### src/rtl/memory_access_controller.sv
// ----------------------------------------------------------------------------
// memory_access_controller
//
// Single bus initiator for the synchronous main memory. Two requesters share
// it: an instruction-fetch port (read only) and a data port (load/store).
// The winner's address goes into MAR (mem_addr) and its store data into
// MBR (mem_wdata). The controller then issues one read or write cycle, waits
// out the memory's registered read latency and answers the owner with done.
//
// Handshake (both ports): four-phase req/done. The requester raises req with
// its address, write enable and data stable, and holds them until done rises.
// done stays high until req is seen low, then falls on that same edge. The
// controller is back in IDLE after that edge and samples requests on the next
// one. err is only meaningful while done is high. rdata is valid while done
// is high and holds its value until that port's next read completes.
//
// Ports
//   clk, reset           clock, asynchronous active-high reset
//   f_req/f_addr         fetch request and address
//   f_done/f_rdata/f_err fetch completion, fetched word, out-of-range flag
//   d_req/d_we/d_addr/d_wdata  data request, write enable, address, store data
//   d_done/d_rdata/d_err data completion, loaded word, out-of-range flag
//   mem_addr/mem_wdata/mem_we  memory bus (MAR, MBR, one-clock write strobe)
//   mem_rdata            memory read data (registered inside the memory)
//   busy                 high whenever the controller is not in IDLE
//   dbg_state            current FSM state (0 IDLE, 1 ISSUE, 2 WAIT, 3 RESP)
// ----------------------------------------------------------------------------
module memory_access_controller #(
    parameter int ADDR_W       = 16,
    parameter int DATA_W       = 16,
    parameter int MEM_DEPTH    = 16384,
    parameter int READ_LATENCY = 1
) (
    input  logic              clk,
    input  logic              reset,
    input  logic              f_req,
    input  logic [ADDR_W-1:0] f_addr,
    output logic              f_done,
    output logic [DATA_W-1:0] f_rdata,
    output logic              f_err,
    input  logic              d_req,
    input  logic              d_we,
    input  logic [ADDR_W-1:0] d_addr,
    input  logic [DATA_W-1:0] d_wdata,
    output logic              d_done,
    output logic [DATA_W-1:0] d_rdata,
    output logic              d_err,
    output logic [ADDR_W-1:0] mem_addr,
    output logic [DATA_W-1:0] mem_wdata,
    output logic              mem_we,
    input  logic [DATA_W-1:0] mem_rdata,
    output logic              busy,
    output logic [1:0]        dbg_state
);

    typedef enum logic [1:0] {
        S_IDLE  = 2'd0,
        S_ISSUE = 2'd1,
        S_WAIT  = 2'd2,
        S_RESP  = 2'd3
    } state_t;

    localparam int                CNT_W    = $clog2(READ_LATENCY + 1);
    // One extra bit so MEM_DEPTH == 2**ADDR_W still compares correctly.
    localparam logic [ADDR_W:0]   LP_DEPTH = (ADDR_W + 1)'(MEM_DEPTH);
    localparam logic [CNT_W-1:0]  LP_LAT   = CNT_W'(READ_LATENCY);
    localparam logic [CNT_W-1:0]  LP_ONE   = CNT_W'(1);

    state_t            r_state;
    logic              r_owner_d;   // 1: data port owns the transaction
    logic              r_we;
    logic [CNT_W-1:0]  r_lat_cnt;

    logic [ADDR_W-1:0] w_sel_addr;
    logic              w_sel_oor;
    logic              w_owner_req;

    // Fixed priority: the data port wins when both request together.
    assign w_sel_addr  = d_req ? d_addr : f_addr;
    assign w_sel_oor   = ({1'b0, w_sel_addr} >= LP_DEPTH);
    assign w_owner_req = r_owner_d ? d_req : f_req;
    assign dbg_state   = r_state;

    always_ff @(posedge clk or posedge reset) begin
        if (reset) begin
            r_state   <= S_IDLE;
            r_owner_d <= 1'b0;
            r_we      <= 1'b0;
            r_lat_cnt <= '0;
            busy      <= 1'b0;
            f_done    <= 1'b0;
            f_err     <= 1'b0;
            f_rdata   <= '0;
            d_done    <= 1'b0;
            d_err     <= 1'b0;
            d_rdata   <= '0;
            mem_addr  <= '0;
            mem_wdata <= '0;
            mem_we    <= 1'b0;
        end else begin
            // Write strobe lives only for the single ISSUE clock.
            mem_we <= 1'b0;
            case (r_state)
                S_IDLE: begin
                    if (d_req || f_req) begin
                        busy      <= 1'b1;
                        r_owner_d <= d_req;
                        r_we      <= d_req & d_we;
                        mem_addr  <= w_sel_addr;
                        if (d_req) begin
                            mem_wdata <= d_wdata;
                        end
                        if (w_sel_oor) begin
                            // No memory cycle at all; answer with err and a zero word.
                            r_state <= S_RESP;
                            if (d_req) begin
                                d_done  <= 1'b1;
                                d_err   <= 1'b1;
                                d_rdata <= '0;
                            end else begin
                                f_done  <= 1'b1;
                                f_err   <= 1'b1;
                                f_rdata <= '0;
                            end
                        end else begin
                            r_state <= S_ISSUE;
                            mem_we  <= d_req & d_we;
                        end
                    end
                end
                S_ISSUE: begin
                    if (r_we) begin
                        // Only the data port can write.
                        r_state <= S_RESP;
                        d_done  <= 1'b1;
                    end else begin
                        r_lat_cnt <= LP_LAT;
                        r_state   <= S_WAIT;
                    end
                end
                S_WAIT: begin
                    if (r_lat_cnt == LP_ONE) begin
                        r_state <= S_RESP;
                        if (r_owner_d) begin
                            d_rdata <= mem_rdata;
                            d_done  <= 1'b1;
                        end else begin
                            f_rdata <= mem_rdata;
                            f_done  <= 1'b1;
                        end
                    end else begin
                        r_lat_cnt <= r_lat_cnt - LP_ONE;
                    end
                end
                S_RESP: begin
                    // The non-owner's req is ignored here; it is served from IDLE.
                    if (!w_owner_req) begin
                        r_state <= S_IDLE;
                        busy    <= 1'b0;
                        f_done  <= 1'b0;
                        f_err   <= 1'b0;
                        d_done  <= 1'b0;
                        d_err   <= 1'b0;
                    end
                end
                default: r_state <= S_IDLE;
            endcase
        end
    end

endmodule

### config.mk
export PLATFORM = sky130hd
export DESIGN_NAME = memory_access_controller
export DESIGN_NICKNAME = d
export VERILOG_FILES = /design/src/rtl/memory_access_controller.sv
export SDC_FILE = /design/constraint.sdc
export NUM_CORES = 1
export LEC_CHECK = 0
export BUFFER_PORTS_ARGS = -buffer_cell sky130_fd_sc_hd__buf_2
export CAP_MARGIN = 20
export CORE_MARGIN = 5
export CORE_UTILIZATION = 49
export CTS_BUF_LIST = sky130_fd_sc_hd__clkbuf_8
export DETAILED_ROUTE_END_ITERATION = 8
export GPL_TIMING_DRIVEN = 0
export PLACE_DENSITY = 0.84
export RECOVER_POWER = 100
export SYNTH_ARGS = -nofsm -noshare
export SYNTH_HDL_FRONTEND = slang
export SYNTH_SLANG_ARGS = --single-unit
### constraint.sdc
create_clock -name clk -period 2.2 [get_ports clk]
set_clock_uncertainty 0.1 [all_clocks]
set_input_delay 0 -clock clk [delete_from_list [all_inputs] [get_ports clk]]
set_output_delay 0 -clock clk [all_outputs]
set_load 0.005 [all_outputs]
# Word-level counts from Yosys, hierarchy flattened
# Index checks and enable logic that the tools add are counted.
# totals
out_inout_bits	72
reg_bits	75
inputBits	69
# classes
n_eq_ne	13
n_reduce_logical	17
n_bitwise	1
n_lt_le_gt_ge	1
n_mux	44
n_addsub	1
# op_table
op	count
$mux W16	11
$pmux W16 S2	2
$mux W1	20
$ne A2 B2 Y1 const B	10
$ge A16 B15 Y1 const B	1
$reduce_and A7 Y1	2
$reduce_and A6 Y1	2
$reduce_and A5 Y1	2
$reduce_and A3 Y1	3
$mux W2	4
$pmux W1 S2	4
$pmux W2 S4	1
$reduce_bool A2 Y1	3
$eq A2 B2 Y1 const B	2
$pmux W1 S4	1
$reduce_and A2 Y1	2
$pmux W1 S3	1
$reduce_bool A3 Y1	1
$eq A2 B1 Y1 const B	1
$logic_not A2 Y1	1
$and A1 B1 Y1	1
$logic_or A1 B1 Y1	1
$sub A1 B1 Y1 const B	1

# Longest topological paths before layout
# Gate-level depths: netlist (run 1).
# depth
ltp_word	5
ltp_mapped	8

# Worst setup path after synthesis (run 1)
# OpenSTA, ideal clock, no wires.
# synth_path
path_kind	reg-to-reg
startpoint	register r_state[0] (netlist: dbg_state[0])
endpoint	register f_rdata[0]
setup_slack_ns	0.203
required_ns	1.975
arrival_ns	1.772
period_less_slack_ns	1.997
setup_ns	0.125
n_path_buf	1
path_stages_with_launch	8
path_cell_list	dfrtp_1 -> inv_1 -> ha_1 -> nor3b_2 -> nor3_4 -> nand3_2 -> buf_6 -> mux2_4
# synth_via
elab_chain_len	3
elab_cells_between_ends	10
# synth_rtl
item	line	source
start, declared	69	state_t r_state;
start signal, assigned	86	r_state <= S_IDLE;
start signal, assigned	115	r_state <= S_RESP;
start signal, assigned	126	r_state <= S_ISSUE;
$eq A2 B2 Y1 or $logic_not A2 Y1 (tied branches)	103	case (r_state)
$ne A2 B2 Y1 (no line) or $reduce_bool A2 Y1 (tied branches)	-	
$reduce_and A6 Y1 (no line)	-	
end signal, assigned	148	f_rdata <= mem_rdata;
end, declared	39	output logic [DATA_W-1:0] f_rdata,
# Parallel ways exist; a longest one is shown, timed or not.
# A chain may end at the register's enable or synchronous reset.

# Worst setup path after layout (run 1)
# layout_path
startpoint	register r_state[1] (netlist: dbg_state[1])
endpoint	register f_rdata[1]
# Same word-level chain as after synthesis.

==> results of run 1 <==
-- logic make-up after synthesis --
logic type	synth area share
AO/OA/AOI/OAI	0.0582
adder cells (fa/ha/maj)	0.0224
buffers and inverters	0.0309
flip-flops	0.559
multiplexers	0.238
AND/OR/NAND/NOR	0.0910
-- metrics by stage --
step | hold slack [ns] | setup TNS, ns | util | area [sq um]
final | 0.0491 | 0 | 0.758 | 5090
after global routing | 0.0585 | -0.464 | 0.758 | 5090
after CTS | 0.00379 | -0.0209 | 0.759 | 5100
after detailed placement | -0.150 | -0.407 | 0.622 | 4180
after global placement | 0.130 | -49.85 | 0.618 | 4150
after floorplan | 0.0506 | 0 | - | 3360
-- placed cells by master, fill, tap and decap left out, drive strengths merged, types with 5 or more instances in the layout --
cell type and count:
a21oi 5, and2 16, buf 107, clkbuf 59, dfrtp 75, dlygate4sd3 67
ha 6, inv 7, mux2 49, mux2i 21, nand2 24, nor2 6
o21ai 21
-- synth_stat cells --
cell / number
nor3_1: 1
nand2_1: 23
o211ai_1: 1
dfrtp_1: 75
buf_4: 1
o2111ai_1: 1
nand4b_1: 1
nor3b_1: 1
mux2_4: 10
nor3_4: 1
o21ai_0: 18
nand3_2: 1
nor2b_1: 3
a211oi_2: 1
mux2_2: 33
clkbuf_1: 5
nand2_2: 1
o21ai_1: 3
nor2_1: 6
nor3b_2: 1
and2_1: 16
buf_6: 2
nand3_1: 1
mux2i_1: 21
ha_1: 6
inv_1: 8
a22o_1: 2
mux2_1: 6
buf_2: 5
a211o_1: 1
and3_1: 1
a32o_1: 1
a21oi_1: 5
-- final cells by class --
cell class,instances,area share
repair buffers,211,0.265
plain buffers,13,0.0162
clock buffers,9,0.0243
multi-input cells,166,0.276
inverters,8,0.00615
clock inverters,7,0.0229
flip-flops and latches,75,0.369
well taps,80,0.0197
-- metal layers --
metal	part of all wire	global-route usage
met3	0.076	0.0609
met2	0.52	0.421
met4	0.044	0.133
met1	0.36	0.260
met5	0	0
-- critical path: stages, from the launching register on --
cell     delay, ns
dfrtp_2       0.42
inv_1         0.11
ha_1          0.25
nor3b_4       0.18
nor3_4        0.28
nand3_4       0.16
buf_6         0.20
mux2_4        0.30
-- sequential cells by signal, summed over array words and instances (netlist names), 2 cells and up --
signal / cells
d_rdata: 16
dbg_state: 2
f_rdata: 16
mem_addr: 16
mem_wdata: 16
-- worst paths after layout --
check / end / slack, ns / depth (start not counted)
max: f_rdata[1] / 0.08 / 7
max reg2reg: f_rdata[1] / 0.08 / 7
min: mem_we / 0.05 / 4
min in group asynchronous: mem_wdata[0] / 0.16 / 3
min reg2reg: r_lat_cnt / 0.37 / 1
max in group asynchronous: dbg_state[0] / 0.53 / 4
-- power by group --
part	leakage, nW	total [mW]	internal (mW)	switching (mW)
clock network	0.119	1.27	0.751	0.521
logic	1.49	2.78	1.43	1.35
registers	0.942	2.23	1.91	0.315
-- what timing repair did --
action / in CTS / in global routing
hold buffers: 67 / 0
pin swaps: 0 / 2
setup endpoints to repair: 10 / 29
hold endpoints to repair: 142 / 0
gates cloned: 0 / 0
resized for setup: 1 / 13
setup buffers: 0 / 4
==> impl_metrics.yaml, run 1 <==
cts:
  cts_tree: "built"
  path_clk_slew_ns: 0.08
  clock_latency_ns: 0.35
  cts_num_sinks: 75
  cts_inserted_buffers: 9
  cts.path.max_buffers: 2
  cts-htree-levels: 3
  cts-root-buf: "clkbuf_8"
sta:
  setup_violations: 0
  finalWorstSetupSlack_ns: 0.0804
  timing.fmax_mhz: 472
  finalCritPeriodShare: 0.963
  relSlewSlack: 0.455
  hold_viol_final: 0
  layout_min_cycle_time_ns: 2.12
  worst_pin_slew_ns: 0.817
  report.final.slew_viol_count: 0
route:
  dr.pass1.iters: 4
  ant_nets: 0
  routed_wl_mm: 10.1
  drtIter0Drc: 88
  drc: 0
  vias_per_cell: 5.23
  vias: 2977
  wl_per_cell_um: 17.8
status:
  status: "finished, final reports clean"
power:
  ir_worst_vdd_v: 0.000742
  p_leak_nw: 2.55
  p_per_area_nw_per_um2: 1230
  total_power_mw: 6.28
final_layout:
  drive_gt1_frac: 0.370
  multi_input_area_sq_um: 1410
  nNetsFinal: 559
  fillers: 441
  fin_cells: 569
  area_delta_synth_final_pct: 51.7
  regArea_sq_um: 1880
  num_antenna_cells: 0
hold_path:
  hold_start: "d_addr[14]"
  hp-class: "primary input to register"
global_route:
  grt_antenna_before_repair: 0
  grt_pass1_vias: 3238
  grt_max_degree: 61
  grt-ovfl-total: 0
  grt_pass1_wl_mm: 15.8
  grt_usage: 0.238
worst_setup_path:
  critPathLaunchType: "register"
  crit_fanout: 10
  r2r-start: "dbg_state[1]"
  cp.required_ns: 2.33
  crit_type: "register to register"
  critPathLaunch: "dbg_state[1]"
  cp-end-kind: "register"
  crit_arrival_ns: 2.25
yosys:
  yosys_warnings: 0
  syn_nets: 337
  synth-seq-area-share: 0.559
  synthTopCellsByArea: "dfrtp_1 56%, mux2_2 11%, mux2i_1 6.3%"
  synth_cells: 262
  synth_seq_cells: 75
  synth_area_leader_cell: "dfrtp_1"
  postSynthAreaPerCell_sq_um: 12.8
  synth.distinct_cells: 33
  syn_area_sq_um: 3360
  synth_top_area_share: 0.559
die:
  start_util: 0.499
  io-pin-count: 141
  die_h_um: 92.8
  num_rows: 30
  die_w_um: 92.8
  die_area_sq_um: 8600
  core_area_sq_um: 6720
run:
  cap_viol_max_count: 0
placement:
  port_buffers: 139
  pre_cts_ws_ns: -0.0471
  placed_cells: 482
  dp_hpwl_mm: 5.97
  gp_congestion: 0.739
(Power assumes the default switching activity.)
==> run 2, diff against run 1 <==
- ABC_AREA: unset -> 1
- CORE_MARGIN: 5 -> unset
- CORE_UTILIZATION: 49 -> 51
==> impl_metrics.yaml, run 2 <==
power:
  combinationalPowerShare: 0.480
  p_sw_mw: 2.81
  power.internal_mw: 3.95
  p_per_area_nw_per_um2: 1270
  p_leak_nw: 2.77
  ir_worst_vdd_v: 0.000835
  sw_frac_of_total: 0.416
  p_seq_frac: 0.353
  p_clk_frac: 0.166
route:
  drtIter0Drc: 134
  dr.pass1.iters: 4
  drc: 0
  wl_per_cell_um: 14.7
  vias_per_cell: 5.18
  routed_wl_mm: 10.5
  vias: 3707
  ant_nets: 0
cts:
  cts_inserted_buffers: 9
  clock_latency_ns: 0.34
  cts-root-buf: "clkbuf_8"
  path_clk_slew_ns: 0.07
  cts_num_sinks: 75
  cts_tree: "built"
  cts.path.max_buffers: 2
  cts-htree-levels: 3
  cts_setup_buffers: 0
yosys:
  yosys_warnings: 0
  synth_seq_cells: 75
  async_flop_share: 1.00
  synth_cells: 398
  synthTopCellsByArea: "dfrtp_1 50%, nand2_1 9.6%, nand2_4 6.0%"
  synth_area_leader_cell: "dfrtp_1"
  synthFlopType: "dfrtp_1"
  syn_nets: 473
  synthTopCellsByCount: "96 x nand2_1, 75 x dfrtp_1, 36 x nand4_1, 31 x inv_1, 26 x nor2_1"
  synth.distinct_cells: 29
  synth_top_area_share: 0.499
  synth.most_common_cell: "nand2_1"
  syn_area_sq_um: 3760
  synth_edf_count: 0
  synth-seq-area-share: 0.499
  postSynthAreaPerCell_sq_um: 9.45
placement:
  port_buffers: 140
  placed_area_sq_um: 4590
  placed_cells: 634
  dp_hpwl_mm: 6.64
  gp_congestion: 0.838
global_route:
  grt_antenna_before_repair: 0
  grt-ovfl-total: 0
  grt_max_degree: 76
  grt_pass1_vias: 3711
  grt_usage: 0.278
  grt_pass1_wl_mm: 16.4
sta:
  rsz0062_at_grt: "no"
  finalCritPeriodShare: 0.937
  report.final.slew_viol_count: 76
  layout_min_cycle_time_ns: 2.06
  fin_hold_ws_ns: 0.0178
  worst_pin_slew_ns: 1.50
  final.setup.tns_ns: 0
  setup_violations: 0
  relSlewSlack: -0.00303
  hold_viol_final: 0
  timing.fmax_mhz: 485
die:
  io-pin-count: 141
  die_h_um: 87.9
  core_area_sq_um: 6940
  start_util: 0.542
  die_area_sq_um: 7720
  num_rows: 30
  die_w_um: 87.9
run:
  cap_viol_max_count: 1
worst_setup_path:
  cp_slowest_cell: "dfrtp_2"
  crit_path_max_incr_delay_ns: 0.43
  crit_fanout: 10
  cp-end-kind: "register"
  critPathLaunchType: "register"
  crit_top_cell: "nand2_1"
  crit_arrival_ns: 2.20
  crit_chain: "inv_1 > ha_1 > buf_2 > nand2_1 > o21ai_2 > nor2_8 > nand3_4 > buf_6 > nand2_1 > nand2_2"
  cp.required_ns: 2.33
  crit_type: "register to register"
final_layout:
  final_cell_mix: "109 x nand2_1, 101 x buf_2, 74 x dfrtp_1"
  final_cell_area_sq_um: 5310
  fillers: 512
  num_antenna_cells: 0
  fin_util: 0.764
  fin_cells: 716
  area_delta_synth_final_pct: 41.0
  layout_commonest_cell: "nand2_1"
  regArea_sq_um: 1880
  drive_gt1_frac: 0.300
  multi_input_area_sq_um: 1520
  nNetsFinal: 692
hold_path:
  hp-class: "primary input to register"
status:
  status: "finished, violations left"
  failed_checks: "capacitance limit, slew limit"
-- run 2: worst paths after layout --
check,endpoint,slack (ns),start,cells after the start
max in group asynchronous,dbg_state[0],0.44,reset,3
worst max register to register,d_rdata[10],0.14,dbg_state[0],10
worst min-delay path,mem_we,0.02,f_addr[15],6
worst min register to register,d_rdata[1],0.38,d_rdata[1],2
worst max-delay path,d_rdata[10],0.14,dbg_state[0],10
min in group asynchronous,f_rdata[6],0.57,reset,3
-- run 2: cells by family after synthesis --
group / synth area share
compound gates: 0.0459
fa+ha+maj: 0.0200
buf+inv: 0.0728
flops: 0.499
mux: 0.0479
simple gates: 0.315
-- run 2: worst max-delay path: cells and delay by family (launching register included) --
kind,cells,cell delay [ns]
simple gates,5,0.60
buf+inv,3,0.48
flops,1,0.43
fa+ha+maj,1,0.23
compound gates,1,0.11
-- run 2: timing repair --
action | in CTS | in global routing
endpoints found under the hold margin | 139 | 0
hold buffers | 68 | 0
resized for setup | 0 | 4
endpoints found under the setup margin | 0 | 27
-- run 2: metal layers --
layer,share of wire,vias up,wire length (um),GRT usage
met5,0,-,0,0
met4,0.034,0,363,0.125
li1,-,1739,-,-
met2,0.53,170,5550,0.490
met3,0.054,37,569,0.0631
met1,0.38,1761,4040,0.324
-- run 2: power by group through the flow --
stage	sequential [mW]	combinational, mW	clock [mW]
final	2.39	3.25	1.12
after global routing	2.45	3.61	1.19
after CTS	2.40	3.52	1.13
after detailed placement	2.42	3.42	0
after global placement	2.38	3.29	0
after floorplan	2.45	2.24	0
-- run 2: final cells by class --
cell class / instances / share of cell area
tap: 96 / 0.0226
inverter: 36 / 0.0255
clock buffer: 9 / 0.0233
sequential: 75 / 0.354
clock inverter: 5 / 0.0151
multi-input combinational: 266 / 0.287
timing repair buffer: 208 / 0.249
buffer: 21 / 0.0233
-- run 2: metrics by stage --
stage | total power, mW | setup slack, ns
floorplan | 4.69 | 0.190
global placement | 5.67 | -0.636
detailed placement | 5.84 | 0.0431
CTS | 7.05 | 0.0131
global route | 7.25 | 0.0241
finish | 6.76 | 0.138
==> run 3, diff against run 2 <==
- CORE_MARGIN: unset -> 3
- RECOVER_POWER: 100 -> 25
==> impl_metrics.yaml, run 3 (synthesis gave the netlist of run 2 again) <==
global_route:
  grt_max_degree: 76
  grt_antenna_before_repair: 0
  grt_usage: 0.275
  grt-ovfl-total: 0
  grt_pass1_vias: 3888
  grt_pass1_wl_mm: 18.4
cts:
  path_clk_slew_ns: 0.08
  clock_latency_ns: 0.34
  cts_inserted_buffers: 9
  cts-root-buf: "clkbuf_8"
  cts.path.max_buffers: 2
  cts-htree-levels: 3
  cts_setup_buffers: 0
  cts_num_sinks: 75
  cts_tree: "built"
final_layout:
  layout_commonest_cell: "buf_2"
  drive_gt1_frac: 0.333
  nNetsFinal: 692
  num_antenna_cells: 0
  final_cell_mix: "111 x buf_2, 96 x nand2_1, 74 x dfrtp_1"
  final_cell_area_sq_um: 5440
  area_delta_synth_final_pct: 44.5
die:
  die_h_um: 91.9
  die_w_um: 91.9
  die_area_sq_um: 8440
  core_area_sq_um: 6980
  start_util: 0.539
  io-pin-count: 141
  num_rows: 30
power:
  p_leak_nw: 2.89
  ir_worst_vdd_v: 0.000721
  p_per_area_nw_per_um2: 1310
route:
  routed_wl_mm: 11.0
  dr.pass1.iters: 5
  drtIter0Drc: 209
  drc: 0
  vias: 3728
  vias_per_cell: 5.19
  ant_nets: 0
  wl_per_cell_um: 15.3
sta:
  report.final.slew_viol_count: 0
  layout_min_cycle_time_ns: 2.06
  hold_viol_final: 0
  finalCritPeriodShare: 0.936
  worst_pin_slew_ns: 0.876
  setup_violations: 0
  rsz0062_at_grt: "no"
  fin_hold_ws_ns: 0.00550
  timing.fmax_mhz: 486
  relSlewSlack: 0.416
run:
  cap_viol_max_count: 0
worst_setup_path:
  cp_slowest_cell: "dfrtp_2"
  r2r-start: "dbg_state[0]"
  ff2ff_setup_slack_ns: 0.14
  crit_fanout: 10
  path_delay_family: "simple AND/OR/NAND/NOR gates"
  crit_path_max_incr_delay_ns: 0.43
  critPathLaunchType: "register"
  cp.depth: 10
  cp-end-kind: "register"
  critPathLaunch: "dbg_state[0]"
  crit_type: "register to register"
  regToRegEndpoint: "f_rdata[15]"
  worstRegToRegCells: 10
  crit_buf_inv: 3
  cp.required_ns: 2.34
  crit_arrival_ns: 2.20
  crit_chain: "inv_1 > ha_1 > buf_2 > nand2_1 > o21ai_2 > nor2_8 > nand3_4 > buf_12 > nand2_4 > nand2_2"
placement:
  gp_congestion: 0.877
  port_buffers: 140
  dp_hpwl_mm: 6.83
  placed_area_sq_um: 4590
hold_path:
  hp-class: "primary input to register"
  holdPathStages: 6
  hold_end: "mem_we"
  hold_start: "d_addr[14]"
status:
  status: "finished, final reports clean"
-- run 3: changes by cell type in the layout (fill, tap and decap cells not counted), sizes merged --
cell / delta
buf: +12
clkbuf: -12
inv: +2
-- run 3: timing repair --
| action | CTS | global route |
|---|---|---|
| hold buffers | 68 | 0 |
| gates resized for setup | 0 | 3 |
| endpoints found under the hold margin | 139 | 0 |
| setup endpoints to repair | 0 | 22 |
-- run 3: area by class of cell --
cell class / instances / area, sq um
clock inverter: 7 / 92.6
sequential: 75 / 1880
timing repair buffer: 208 / 1330
multi-input combinational: 266 / 1610
tap: 96 / 120
clock buffer: 9 / 124
buffer: 21 / 140
inverter: 36 / 138
fill: 498 / 1550
-- run 3: how the worst max path moves through the flow --
stage | to | slack (ns)
finish | f_rdata[15] | 0.14
global placement | mem_wdata[11] | -0.62
detailed placement | d_rdata[0] | 0.1
floorplan | busy | 0.19
CTS | d_rdata[0] | 0.05
global route | mem_addr[8] | 0.003
-- run 3: tightest hold or removal path, stage by stage --
cell and delay (ns):
buf_2 0.08, inv_1 0.03, nand2_1 0.04, nand2_1 0.13
nand2_1 0.09, nor3_1 0.04
-- run 3: power by group --
part	total [mW]	internal, mW	switching (mW)
logic	3.51	1.45	2.06
clock network	1.16	0.637	0.526
registers	2.42	1.99	0.430
-- run 3: through the flow --
step / total power [mW] / util / std cells / setup WS (ns) / TNS (ns)
floorplan: 4.69 / - / 398 / 0.190 / 0
finish: 7.10 / 0.778 / 718 / 0.141 / 0
detailed placement: 5.85 / 0.657 / 634 / 0.0973 / 0
global route: 7.59 / 0.778 / 718 / 0.00271 / 0
CTS: 7.10 / 0.785 / 718 / 0.0501 / 0
global placement: 5.69 / 0.656 / 634 / -0.619 / -46.10
-- run 3: metal layers --
metal,track usage,wire [um],up-vias
met3,0.0574,604,41
met4,0.131,505,0
met5,0,0,-
met1,0.311,4130,1773
met2,0.491,5780,174
li1,-,-,1740
